**src/rtl/arm_pipe_pkg.sv**
```systemverilog
// Shared definitions for the ARM-subset pipeline registers: control-word
// layout and the ID/EXE transfer bundle.
package arm_pipe_pkg;

  localparam int PIPE_DATA_W = 32;
  localparam int CTRL_W      = 9;

  // Bit positions inside the decoded control word.
  localparam int CTRL_WB_EN      = 8;
  localparam int CTRL_MEM_R      = 7;
  localparam int CTRL_MEM_W      = 6;
  localparam int CTRL_EXE_CMD_HI = 5;
  localparam int CTRL_EXE_CMD_LO = 2;
  localparam int CTRL_B          = 1;
  localparam int CTRL_S          = 0;

  // Everything that travels from ID to EXE apart from the valid bit.
  // Field order matches the flat packing used by id_exe_stage_reg.
  typedef struct packed {
    logic [PIPE_DATA_W-1:0] pc;
    logic [CTRL_W-1:0]      ctrl;
    logic [PIPE_DATA_W-1:0] val_rn;
    logic [PIPE_DATA_W-1:0] val_rm;
    logic                   imm;
    logic [11:0]            shift_operand;
    logic [23:0]            signed_imm_24;
    logic [3:0]             dest;
    logic [3:0]             src1;
    logic [3:0]             src2;
    logic                   carry;
  } id_exe_bundle;

endpackage

```
**src/rtl/pipe_reg_ctl.sv**
```systemverilog
// Generic pipeline register with clear/hold control.
// Priority: rst > flush > hold > load; the clear value is all zeros.
module pipe_reg_ctl #(
  parameter int W = 8
) (
  input  logic         clk,
  input  logic         rst,
  input  logic         flush,
  input  logic         hold,
  input  logic [W-1:0] d,
  output logic [W-1:0] q
);

  // Clear on reset or flush, otherwise capture unless held.
  always_ff @(posedge clk) begin
    if (rst || flush) begin
      q <= '0;
    end else if (!hold) begin
      q <= d;
    end
  end

endmodule

```
**src/rtl/id_exe_stage_reg.sv**
```systemverilog
// ID/EXE pipeline register for the ARM-subset 5-stage core.
// Optional build macro: PERF_CNT_EN adds the stall_cnt/bubble_cnt counters.
//
// Slot semantics: out_valid=1 means the slot carries a real instruction.
// A slot with out_valid=0 always has out_ctrl=0, so it cannot write the
// register file, touch memory, branch or update flags. There is no ready;
// the upstream hazard unit owns freeze and the EXE branch logic owns flush.
module id_exe_stage_reg
  import arm_pipe_pkg::*;
#(
  parameter int DATA_W = 32,
  parameter int CTRL_W = 9,
  parameter int CNT_W  = 16
) (
  input  logic              clk,
  input  logic              rst,
  input  logic              freeze,
  input  logic              flush,
  input  logic              in_valid,
  input  logic [DATA_W-1:0] in_pc,
  input  logic [CTRL_W-1:0] in_ctrl,
  input  logic [DATA_W-1:0] in_val_rn,
  input  logic [DATA_W-1:0] in_val_rm,
  input  logic              in_imm,
  input  logic [11:0]       in_shift_operand,
  input  logic [23:0]       in_signed_imm_24,
  input  logic [3:0]        in_dest,
  input  logic [3:0]        in_src1,
  input  logic [3:0]        in_src2,
  input  logic              in_carry,
  output logic              out_valid,
  output logic [DATA_W-1:0] out_pc,
  output logic [CTRL_W-1:0] out_ctrl,
  output logic [DATA_W-1:0] out_val_rn,
  output logic [DATA_W-1:0] out_val_rm,
  output logic              out_imm,
  output logic [11:0]       out_shift_operand,
  output logic [23:0]       out_signed_imm_24,
  output logic [3:0]        out_dest,
  output logic [3:0]        out_src1,
  output logic [3:0]        out_src2,
  output logic              out_carry
`ifdef PERF_CNT_EN
  ,
  output logic [CNT_W-1:0]  stall_cnt,
  output logic [CNT_W-1:0]  bubble_cnt
`endif
);

  localparam int BUNDLE_W = 3 * DATA_W + CTRL_W + 50;

  logic [CTRL_W-1:0]   ctrl_gated;
  logic [BUNDLE_W-1:0] bundle_d;
  logic [BUNDLE_W-1:0] bundle_q;

  // An invalid ID slot must not carry any control bits into EXE.
  assign ctrl_gated = in_valid ? in_ctrl : '0;

  assign bundle_d = {in_pc, ctrl_gated, in_val_rn, in_val_rm, in_imm,
                     in_shift_operand, in_signed_imm_24, in_dest,
                     in_src1, in_src2, in_carry};

  pipe_reg_ctl #(
    .W(BUNDLE_W)
  ) u_bundle_reg (
    .clk  (clk),
    .rst  (rst),
    .flush(flush),
    .hold (freeze),
    .d    (bundle_d),
    .q    (bundle_q)
  );

  assign {out_pc, out_ctrl, out_val_rn, out_val_rm, out_imm,
          out_shift_operand, out_signed_imm_24, out_dest,
          out_src1, out_src2, out_carry} = bundle_q;

  // Valid bit follows the same rst > flush > freeze > load priority.
  always_ff @(posedge clk) begin
    if (rst || flush) begin
      out_valid <= 1'b0;
    end else if (!freeze) begin
      out_valid <= in_valid;
    end
  end

  // Counter width must be at least one bit.
  if (CNT_W < 1) begin : g_bad_cnt_w
  end

`ifdef PERF_CNT_EN
  logic stall_cycle;
  logic bubble_cycle;

  // A stall is a frozen cycle that is not overridden by a flush; every
  // other cycle loads or flushes, and it is a bubble if the slot ends invalid.
  assign stall_cycle  = freeze && !flush;
  assign bubble_cycle = !stall_cycle && (flush || !in_valid);

  // Saturating counters, cleared only by reset.
  always_ff @(posedge clk) begin
    if (rst) begin
      stall_cnt  <= '0;
      bubble_cnt <= '0;
    end else begin
      if (stall_cycle && (stall_cnt != {CNT_W{1'b1}})) begin
        stall_cnt <= stall_cnt + 1'b1;
      end
      if (bubble_cycle && (bubble_cnt != {CNT_W{1'b1}})) begin
        bubble_cnt <= bubble_cnt + 1'b1;
      end
    end
  end
`endif

endmodule

```
**config.mk**
```make
export PLATFORM = sky130hd
export DESIGN_NAME = id_exe_stage_reg
export DESIGN_NICKNAME = d
export VERILOG_FILES = /design/src/rtl/arm_pipe_pkg.sv /design/src/rtl/pipe_reg_ctl.sv /design/src/rtl/id_exe_stage_reg.sv
export SDC_FILE = /design/constraint.sdc
export NUM_CORES = 1
export LEC_CHECK = 0
export CAP_MARGIN = 20
export CORE_MARGIN = 5
export CORE_UTILIZATION = 41
export DETAILED_ROUTE_END_ITERATION = 8
export GPL_ROUTABILITY_DRIVEN = 0
export HOLD_SLACK_MARGIN = 0.1
export PLACE_DENSITY = 0.88
export SYNTH_ARGS = -nofsm -noshare
export SYNTH_HDL_FRONTEND = slang
export SYNTH_HIERARCHICAL = 1
export SYNTH_SLANG_ARGS = --single-unit
```
**constraint.sdc**
```tcl
create_clock -name clk -period 1.4 [get_ports clk]
set_input_delay 0.21 -clock clk [delete_from_list [all_inputs] [get_ports clk]]
set_output_delay 0.21 -clock clk [all_outputs]
set_load 0.02 [all_outputs]
```
# After elaboration in Yosys (flattened, before gate mapping)
# Index checks and enable logic that the tools add are counted.
classes:
  reduce_logical: 1
  muxes: 1
op_table:
  columns: ["cell", "n"]
  rows:
  - ["9-bit two-way mux", 1]
  - ["1-bit logical OR", 1]
word_totals:
  out_inout_bits: 156
  word_cells: 4
  regBits: 156

# Logic depth before layout (Yosys ltp)
# Gate-level depths: netlist of run 1.
logic_depth:
  word_depth: 1
  mapped_depth: 4
  mapped_depth_nobuf: 3

# By module
# Netlist of run 1, hierarchy kept.
modules_own_cells:
  columns: ["module", "cells_per_inst", "seq_area_each_um2", "n_inst", "area_each_um2"]
  rows:
  - ["pipe_reg_ctl", 500, 3103.0, 1, 5511.5]
  - ["id_exe_stage_reg", 12, 20.0, 1, 107.6]

# Worst setup path after synthesis of run 1
# No wires, ideal clock.
synth_timing:
  path_kind: "in2reg"
  start: "input port flush"
  end: "register u_bundle_reg.q[102]"
  path_stages: 4
  t_required_ns: 1.336
  setup_ns: 0.064
  n_path_buf: 2
  setup_slack_ns: 0.504
  t_arrival_ns: 0.832
  path_cell_list: "or2_1 -> buf_2 -> buf_2 -> nor2_1"
synth_via:
  elab_chain_len: 1
synth_lines:
  columns: ["element", "line_no", "text"]
  rows:
  - ["start, declared", "id_exe_stage_reg.sv:18", "input logic flush,"]
  - ["1-bit logical OR", "pipe_reg_ctl.sv:16", "if (rst || flush) begin"]
  - ["end signal, assigned", "pipe_reg_ctl.sv:17", "q <= '0;"]
  - ["end signal, assigned", "pipe_reg_ctl.sv:19", "q <= d;"]
  - ["end, declared", "pipe_reg_ctl.sv:11", "output logic [W-1:0] q"]
# Every way passes these cells.
# A chain may end at the register's enable or synchronous reset.

# Final worst setup path of run 1
layout_timing:
  start: "register u_bundle_reg.q[150]"
  end: "output port out_pc[27]"
layout_rtl:
  columns: ["element", "line_no", "text"]
  rows:
  - ["end, declared", "id_exe_stage_reg.sv:32", "output logic [DATA_W-1:0] out_pc,"]
# No word-level cell between the ends.

==> results of run 1 <==
through the flow:
step	cells	setup TNS, ns	total power (µW)
6_report	1011	0	10500
4_1_cts	1011	0	10600
3_5_place_dp	979	-0.134	6280
3_3_place_gp	979	0	6230
5_1_grt	1011	0	10900
2_1_floorplan	512	0	5440
power breakdown:
group | switching [µW] | total [µW] | internal [µW]
clock | 1760 | 4420 | 2670
sequential | 72.9 | 4660 | 4580
combinational | 636 | 1430 | 789
total | 2470 | 10500 | 8040
cell type report:
class                      instances  area (µm²)  area share [%]
multi-input combinational        322        2230            24.0
clock buffer                      22         454            4.90
clock inverter                    10         118            1.27
sequential                       156        3120            33.7
timing repair buffer             325        3130            33.7
tap                              176         220            2.37
sequential cells by signal, summed over array words and instances, names as in the netlist:
signal          count
u_bundle_reg/q    155
out_valid           1
per-layer routing:
layer	routed length, µm	up-vias	global-route usage, %
li1	-	2304	-
met4	648	0	10.3
met1	6450	2252	21.7
met5	0	-	0
met3	1670	43	8.01
met2	9050	230	38.2
timing repair:
| item | 4_1_cts | 5_1_grt |
|---|---|---|
| gates cloned | 0 | 0 |
| setup endpoints to repair | 156 | 3 |
| resized for setup | 156 | 3 |
| pin swaps | 0 | 0 |
cell families after synthesis:
logic type	after synthesis	share of synthesized area, %
muxes	156	27.8
buffers and inverters	34	4.79
DFF	156	55.6
and+or+nand+nor	166	11.8
how the worst max path moves through the flow:
stage,start,to,slack [ns],depth (start not counted)
after floorplan,flush,u_bundle_reg/q[102],0.50,4
after global placement,flush,u_bundle_reg/q[40],0.01,4
after detailed placement,flush,u_bundle_reg/q[150],-0.02,4
after CTS,u_bundle_reg/q[9],out_dest[0],0.002,1
after global routing,u_bundle_reg/q[150],out_pc[27],0.002,1
final,u_bundle_reg/q[150],out_pc[27],0.05,1
cells in the final DEF, fill, tap and decap left out:
cell type and n:
sky130_fd_sc_hd__and2_2 9, sky130_fd_sc_hd__buf_12 7, sky130_fd_sc_hd__buf_4 3, sky130_fd_sc_hd__bufinv_16 2, sky130_fd_sc_hd__clkbuf_1 4, sky130_fd_sc_hd__clkbuf_16 17
sky130_fd_sc_hd__clkbuf_8 2, sky130_fd_sc_hd__clkdlybuf4s15_1 3, sky130_fd_sc_hd__clkdlybuf4s50_1 158, sky130_fd_sc_hd__clkinv_2 1, sky130_fd_sc_hd__clkinvlp_4 7, sky130_fd_sc_hd__dfxtp_1 156
sky130_fd_sc_hd__dlygate4sd2_1 153, sky130_fd_sc_hd__mux2i_1 156, sky130_fd_sc_hd__nor2_1 155, sky130_fd_sc_hd__nor3_2 1, sky130_fd_sc_hd__or2_4 1
==> results.md, run 1 <==
Setup path:
- The maximum fanout along the worst path is 2.
- The critical path class is reg2out.
- The dominant delay contributor by cell family on the critical path is buffers and inverters.
- For this design, the slowest cell found on the critical path is sky130_fd_sc_hd__dlygate4sd2_1.
- At the worst endpoint, the arrival time is 1.14 ns.
- The endpoint required time on the critical path is 1.19 ns.
- The critical path buffer and inverter count is 1.
- The number of cells traversed by the worst register-to-register path is 2.
- STA classifies the critical path endpoint as a primary output.
- Across all register-to-register paths, the minimum setup slack is 0.69 ns.
- The startpoint of the worst register-to-register path is u_bundle_reg/q[36].
- Traced cell by cell, the critical path runs through dlygate4sd2_1.
- STA classifies the critical path startpoint as a flip-flop.
- For this run, the slowest stage of the critical path takes 0.37 ns.
- In this run the critical register-to-register path is captured at u_bundle_reg/q[36].

Layout:
- After routing the design area is 9270 µm².
- The layout overhead on the synthesized area is 65.0%.
- The number of fillers in the final layout is 1,033.
- Cells with a size suffix above 1 make up 5.99% of the layout.
- The net count of the finished layout is 982.
- Cells fill 69.5% of the core in the end.
- The diode insertion count for antenna repair is 0.

Route:
- Across all layers, the routed design uses 4,829 vias.
- The remaining design rule violation count is 0.
- The post-detailed-routing wire length is 17.8 mm.
- The via-per-instance ratio is 4.78.
- The number of DRC markers in iteration 0 is 153.
- The final routed wire length divided by cell count is 17.6 µm.
- The first detailed-routing pass took 4 iterations.
- The final antenna-violating net count is 0.

Clocking:
- The clock network latency to the later pin of the worst-skew pair is 0.41 ns.
- Buffers inserted during clock tree synthesis total 17.
- The sink count of the clock tree is 156.
- After clock tree synthesis, the clock-pin slew on the worst setup and hold paths is 0.06 ns.
- After clock tree synthesis, the flow added hold-fix buffers numbering 0.
- In this run the deepest clock path goes through 2 buffers.
- In this run the number of H-tree levels came out at 4.
- The buffer count from post-CTS setup fixing is 0.
- The clock root buffer is sky130_fd_sc_hd__clkbuf_16.
- The CTS tree is built.

STA:
- The number of setup violations in the final report is 0.
- On the final layout, the worst hold slack is 0.241 ns.
- The number of hold violations in the final report came to 0.
- The final count of pins violating max slew came to 0.
- Setup repair after global routing left no endpoint under its margin.
- For the pin with the worst max-slew slack, the measured transition is 0.323 ns.
- The clock arrives with 0 ns of skew.
- The remaining max-slew budget at the tightest pin is 78.6%.
- After layout, the worst path uses 96.2% of the clock period.
- The highest attainable clock frequency is 742 MHz.
- Subtracting the final worst setup slack from the clock period gives 1.35 ns.
- The post-layout worst setup margin is 0.0531 ns.

GRT:
- The first global-routing pass estimated 27.1 mm of wire.
- For this run the aggregate overflow at the end of global routing stands at 0.
- The largest net degree at the start of global routing is 70.
- The number of antenna violations at the first check in global routing came to 0.
- The number of global-route vias before repair was 5,200.
- The global router's overall resource usage is 21.3%.

Synth:
- The synthesized area per cell is 11.0 µm².
- Synthesis inferred 156 register bits.
- The top cell type by area accounts for 55.6% of the synthesized area.
- The number of distinct library cells after synthesis is 9.
- By area the synthesized netlist is led by sky130_fd_sc_hd__dfxtp_1, sky130_fd_sc_hd__mux2i_1, sky130_fd_sc_hd__nor2_1.
- Ranked by instance count, the synthesized netlist is headed by sky130_fd_sc_hd__dfxtp_1, sky130_fd_sc_hd__mux2i_1, sky130_fd_sc_hd__nor2_1.
- sky130_fd_sc_hd__dfxtp_1 takes more of the synthesized area than any other cell.
- After synthesis, flip-flops and latches occupy 55.6% of the total area.
- After technology mapping, the gate count stands at 512.
- After synthesis, the share of flip-flops with an asynchronous set or reset is 0%.
- The post-synth net total is 672.
- The warning count from the yosys run is 6.
- The post-synthesis instance area is 5620 µm².
- In the synthesized netlist the dominant register cell turns out to be sky130_fd_sc_hd__dfxtp_1.
- Counting flops with a built-in enable in the synthesized netlist gives 0.

Placed design:
- The instance area after placement is 8890 µm².
- After legalization and detailed placement, the total HPWL measured 13.5 mm.
- The number of I/O port buffers is 315.
- The worst slack at placement is -0.0220 ns.

Worst hold path:
- Counting instances, the worst hold path has a depth of 3.
- In this run the worst hold path is classified as in2reg.
- The startpoint identified for the worst hold timing path is freeze.
- The worst min-delay path endpoint is u_bundle_reg/q[90].

Floorplanning:
- The die covers 16,100 µm².
- The core area is 13,300 µm².
- The die is 127 µm tall.
- The top-level port count is 316.
- In this run the core area contains 42 standard-cell rows.
- The starting density of the core is 42.1%.
- In this run the horizontal extent of the chip is 127 µm.

Run:
- The max-capacitance violation count is 0.

Power and ir drop:
- The peak supply drop is 0.611 mV.
- The leakage power total is 0.00460 µW.
- The power per standard cell area is 1130 nW/µm².

Run status:
- The run finished with clean final reports.
Power figures use the tool's default switching activity.
==> inputs of run 2 (changes only) <==
- SKIP_LAST_GASP: unset -> 1
==> results of run 2 <==
No change in the layout: final DEF, timing and power equal those of run 1.
==> inputs of run 3 (changes only) <==
- CORE_UTILIZATION: 41 -> 42
- PLACE_DENSITY: 0.88 -> 0.89
- SYNTH_HIERARCHICAL: 1 -> unset
==> run 3 against run 2 <==
Largest power group unchanged. Worst setup slack lost 0.0059 ns. First-iteration DRC count fell by 4.6%. Clock skew did not move. Die area decreased by 0.68%. Highest routed layer unchanged. Cell count grew 0.40%. Wire length is 2.7% lower. Largest cell class unchanged. Critical path depth unchanged.
==> results.md, run 3 <==
Clocking:
- The post-cts repair resize count is 156.
- The clock tree synthesis step divided the H-tree into 4 levels.
- The clock drives 156 sinks.
- The clock buffer count from CTS is 17.
- CTS placed an instance of sky130_fd_sc_hd__clkbuf_16 at the clock tree root.
- Clock-pin slew was measured on the worst setup and hold paths at 0.06 ns.
- The CTS tree is built.
- The buffer levels on the longest clock path is 2.
- At the later pin of the worst-skew pair, clock insertion delay measures 0.41 ns.
- For this design, the CTS-stage hold fixing added 0 buffers.
- The buffer count from post-CTS setup fixing is 0.

Layout:
- The area growth from synthesis to layout is 62.1%.
- The diode insertion count for antenna repair is 0.
- The largest registers in the layout are u_bundle_reg.q: 155 flops, out_valid: 1 flops.
- The library cells used most frequently in the layout, excluding fill and tap cells, are sky130_fd_sc_hd__clkdlybuf4s50_1, sky130_fd_sc_hd__dfxtp_1, sky130_fd_sc_hd__dlygate4sd2_1, sky130_fd_sc_hd__mux2i_1, sky130_fd_sc_hd__nor2_1.
- The number of flip-flops under the largest register name is 155.
- In the final layout, the share of cells above drive strength 1 is 5.48%.
- After the last flow step, the layout net total stands at 987.
- The largest register by flop count is u_bundle_reg.q.
- The final cell area excluding filler cells is 9260 µm².
- The most common cell after layout, fill and taps aside is sky130_fd_sc_hd__clkdlybuf4s50_1.

Synth:
- Among all flip-flop cells after synthesis, the most frequent one is sky130_fd_sc_hd__dfxtp_1.
- By instance count, the leading cell after synthesis is sky130_fd_sc_hd__dfxtp_1.
- The share of synthesized registers carrying an async set or reset is 0%.
- The area share of the largest cell type after synthesis is 54.7%.
- Synthesis produced a netlist whose cell count is 515.
- Counting distinct cell types in the post-synthesis netlist gives 12.
- In this run, synthesis inferred 0 flip-flops with an integrated enable.
- The largest area contributor in the synthesized netlist is sky130_fd_sc_hd__dfxtp_1.
- Ranked by total cell area, the synthesized netlist is headed by sky130_fd_sc_hd__dfxtp_1, sky130_fd_sc_hd__mux2i_1, sky130_fd_sc_hd__nor2_1.
- Of the synthesized area, sequential elements account for 54.7%.
- The warning count from the yosys run is 0.
- The commonest cells after synthesis are sky130_fd_sc_hd__dfxtp_1, sky130_fd_sc_hd__mux2i_1, sky130_fd_sc_hd__nor2_1.
- The post-synthesis instance area is 5710 µm².
- The post-synth net total is 675.
- Each instance of the synthesized netlist takes up on average 11.1 µm².
- After synthesis the netlist holds a flip-flop and latch count of 156.

Placed design:
- The number of I/O port buffers is 315.
- Summing all placed instances gives a cell area of 8890 µm².
- Summed over all nets, the half-perimeter wirelength after detailed placement is 13.0 mm.

Power and ir drop:
- Combinational cells account for 13.6% of the total power.
- The peak supply drop is 0.838 mV.
- Summed over all nets, the switching power comes to 2410 µW.
- Registers are responsible for 44.6% of the overall power.
- In this run switching power makes up 23.1% of total power.
- The internal power is 8030 µW.
- Power spread over the standard cell area amounts to 1130 nW/µm².
- The clock network is responsible for 41.8% of the overall power.
- The analysis attributes to cell leakage a power of 0.00459 µW.

Run:
- The tool flagged a number of max-cap violations equal to 0.

Floorplanning:
- Once the floorplan was initialized, standard cells occupied 43.0% of the core.
- The die area is 16,000 µm².
- The top-level port count is 316.
- The core region is 13,300 µm².
- In this run the core area contains 42 standard-cell rows.
- The width of the die is 127 µm.
- The die is 127 µm tall.

STA:
- Timing would allow up to 739 MHz.
- The number of hold violations in the final report came to 0.
- The worst pin sits at a relative slew slack of 71.9%.
- Setup violations remaining at the end of the flow were counted as 0.
- The routed design could run at a clock period as short as 1.35 ns.
- At the pin with the least slew margin, the transition time is 0.420 ns.
- The total negative setup slack is 0 ns.
- The final count of pins violating max slew was 0.
- The clock arrives with 0 ns of skew.
- Setup repair after global routing left no endpoint under its margin.
- The portion of the clock cycle consumed by the worst path in the final layout is 96.6%.

Setup path:
- The master of the slowest instance on the critical path is sky130_fd_sc_hd__dlygate4sd2_1.
- The nature of the critical path endpoint is a primary output.
- The dominant delay contributor by cell family on the critical path is buffers and inverters.
- In this run the worst path has a maximum fanout of 2.
- The critical path's largest stage delay is 0.39 ns.
- The launching element type of the critical path is a flip-flop.
- The critical path class is reg2out.
- Data on the critical path arrives at its endpoint at 1.14 ns.
- The critical path goes through dlygate4sd2_1.
- The endpoint required time on the critical path is 1.19 ns.
- The critical path buffer and inverter count is 1.

GRT:
- The number of global-route vias before repair is 5,030.
- The global router's overall resource usage is 21.2%.
- The sum of overflow across all layers after global routing is 0.
- Entering global routing, the biggest net connects 49 pins.
- The global-route wire length before repair is 26.6 mm.
- The number of antenna violations at the first check in global routing is 0.

Run status:
- The flow ran to the end, and the final reports show no timing, DRC or antenna violations.

Route:
- In the final routed layout, each cell accounts on average for 17.1 µm.
- The final antenna-violating net count is 0.
- The vias after detailed routing is 4,783.
- After detailed routing, the total wire length is 17.3 mm.
- After detailed routing, the number of remaining DRC violations is 0.
- The pre-antenna-repair detailed-routing pass consisted of 4 iterations.
- In the routed layout, each cell is associated on average with a via count of 4.71.
- The number of DRC markers in iteration 0 is 146.

Worst hold path:
- The path class of the lowest-slack min-delay path is in2reg.
==> run 3: changes by cell type in the layout (fill, tap and decap cells not counted), sizes merged <==
| cell | change |
|---|---|
| clkinv | +4 |
| and2 | -9 |
| clkinvlp | -6 |
| a21oi | +9 |
| nor3 | -1 |
| nand3b | +9 |
| nand2 | +9 |
| buf | +5 |
| clkdlybuf4s15 | -2 |
| bufinv | -1 |
| clkbuf | +2 |
| dlygate4sd2 | +2 |
| mux2i | -9 |
| nor2 | -8 |
==> run 3: cell type report <==
| cell class | instances | area [µm²] |
|---|---|---|
| repair buffers | 330 | 3180 |
| clock buffers | 24 | 502 |
| clock inverters | 7 | 62.6 |
| fillers | 1037 | 4030 |
| well taps | 176 | 220 |
| flip-flops and latches | 156 | 3120 |
| multi-input cells | 322 | 2180 |
==> run 3: path summary, 6_finish.rpt <==
path	to	startpoint	cells after the start	slack, ns
worst min register to register	u_bundle_reg.q[116]	u_bundle_reg.q[116]	2	0.46
worst max register to register	u_bundle_reg.q[133]	u_bundle_reg.q[133]	2	0.71
worst max-delay path	out_val_rn[22]	u_bundle_reg.q[104]	1	0.05
worst min-delay path	u_bundle_reg.q[123]	freeze	3	0.29
==> run 3: logic make-up after synthesis <==
logic type / share of synthesized area (%)
simple gates: 11.6
flops: 54.7
mux: 25.7
buf+inv: 7.23
compound gates: 0.788
==> run 3: power by group through the flow <==
stage	Sequential, µW	Combinational, µW	Clock, µW
final	4650	1420	4370
after detailed placement	4750	1510	0
after global routing	4670	1510	4660
after global placement	4750	1500	0
after CTS	4650	1430	4450
after floorplan	4930	556	0
==> run 3: metrics by stage <==
step / hold slack [ns] / power (µW) / std cells / setup WS, ns / util [%]
global route: 0.285 / 10800 / 1015 / 0.00694 / 69.7
floorplan: 0.354 / 5480 / 515 / 0.440 / -
finish: 0.286 / 10400 / 1015 / 0.0472 / 69.7
CTS: 0.273 / 10500 / 1015 / 0.0147 / 69.6
global placement: 0.446 / 6240 / 984 / 0.0526 / 66.9
detailed placement: 0.454 / 6270 / 984 / -0.0120 / 66.9
==> run 3: routing by layer <==
layer | share of wire [%] | GRT usage [%] | vias up
li1 | - | - | 2332
met1 | 37 | 22.0 | 2219
met2 | 51 | 37.4 | 201
met3 | 9.6 | 9.46 | 31
met4 | 2.5 | 8.77 | 0
met5 | 0 | 0 | -
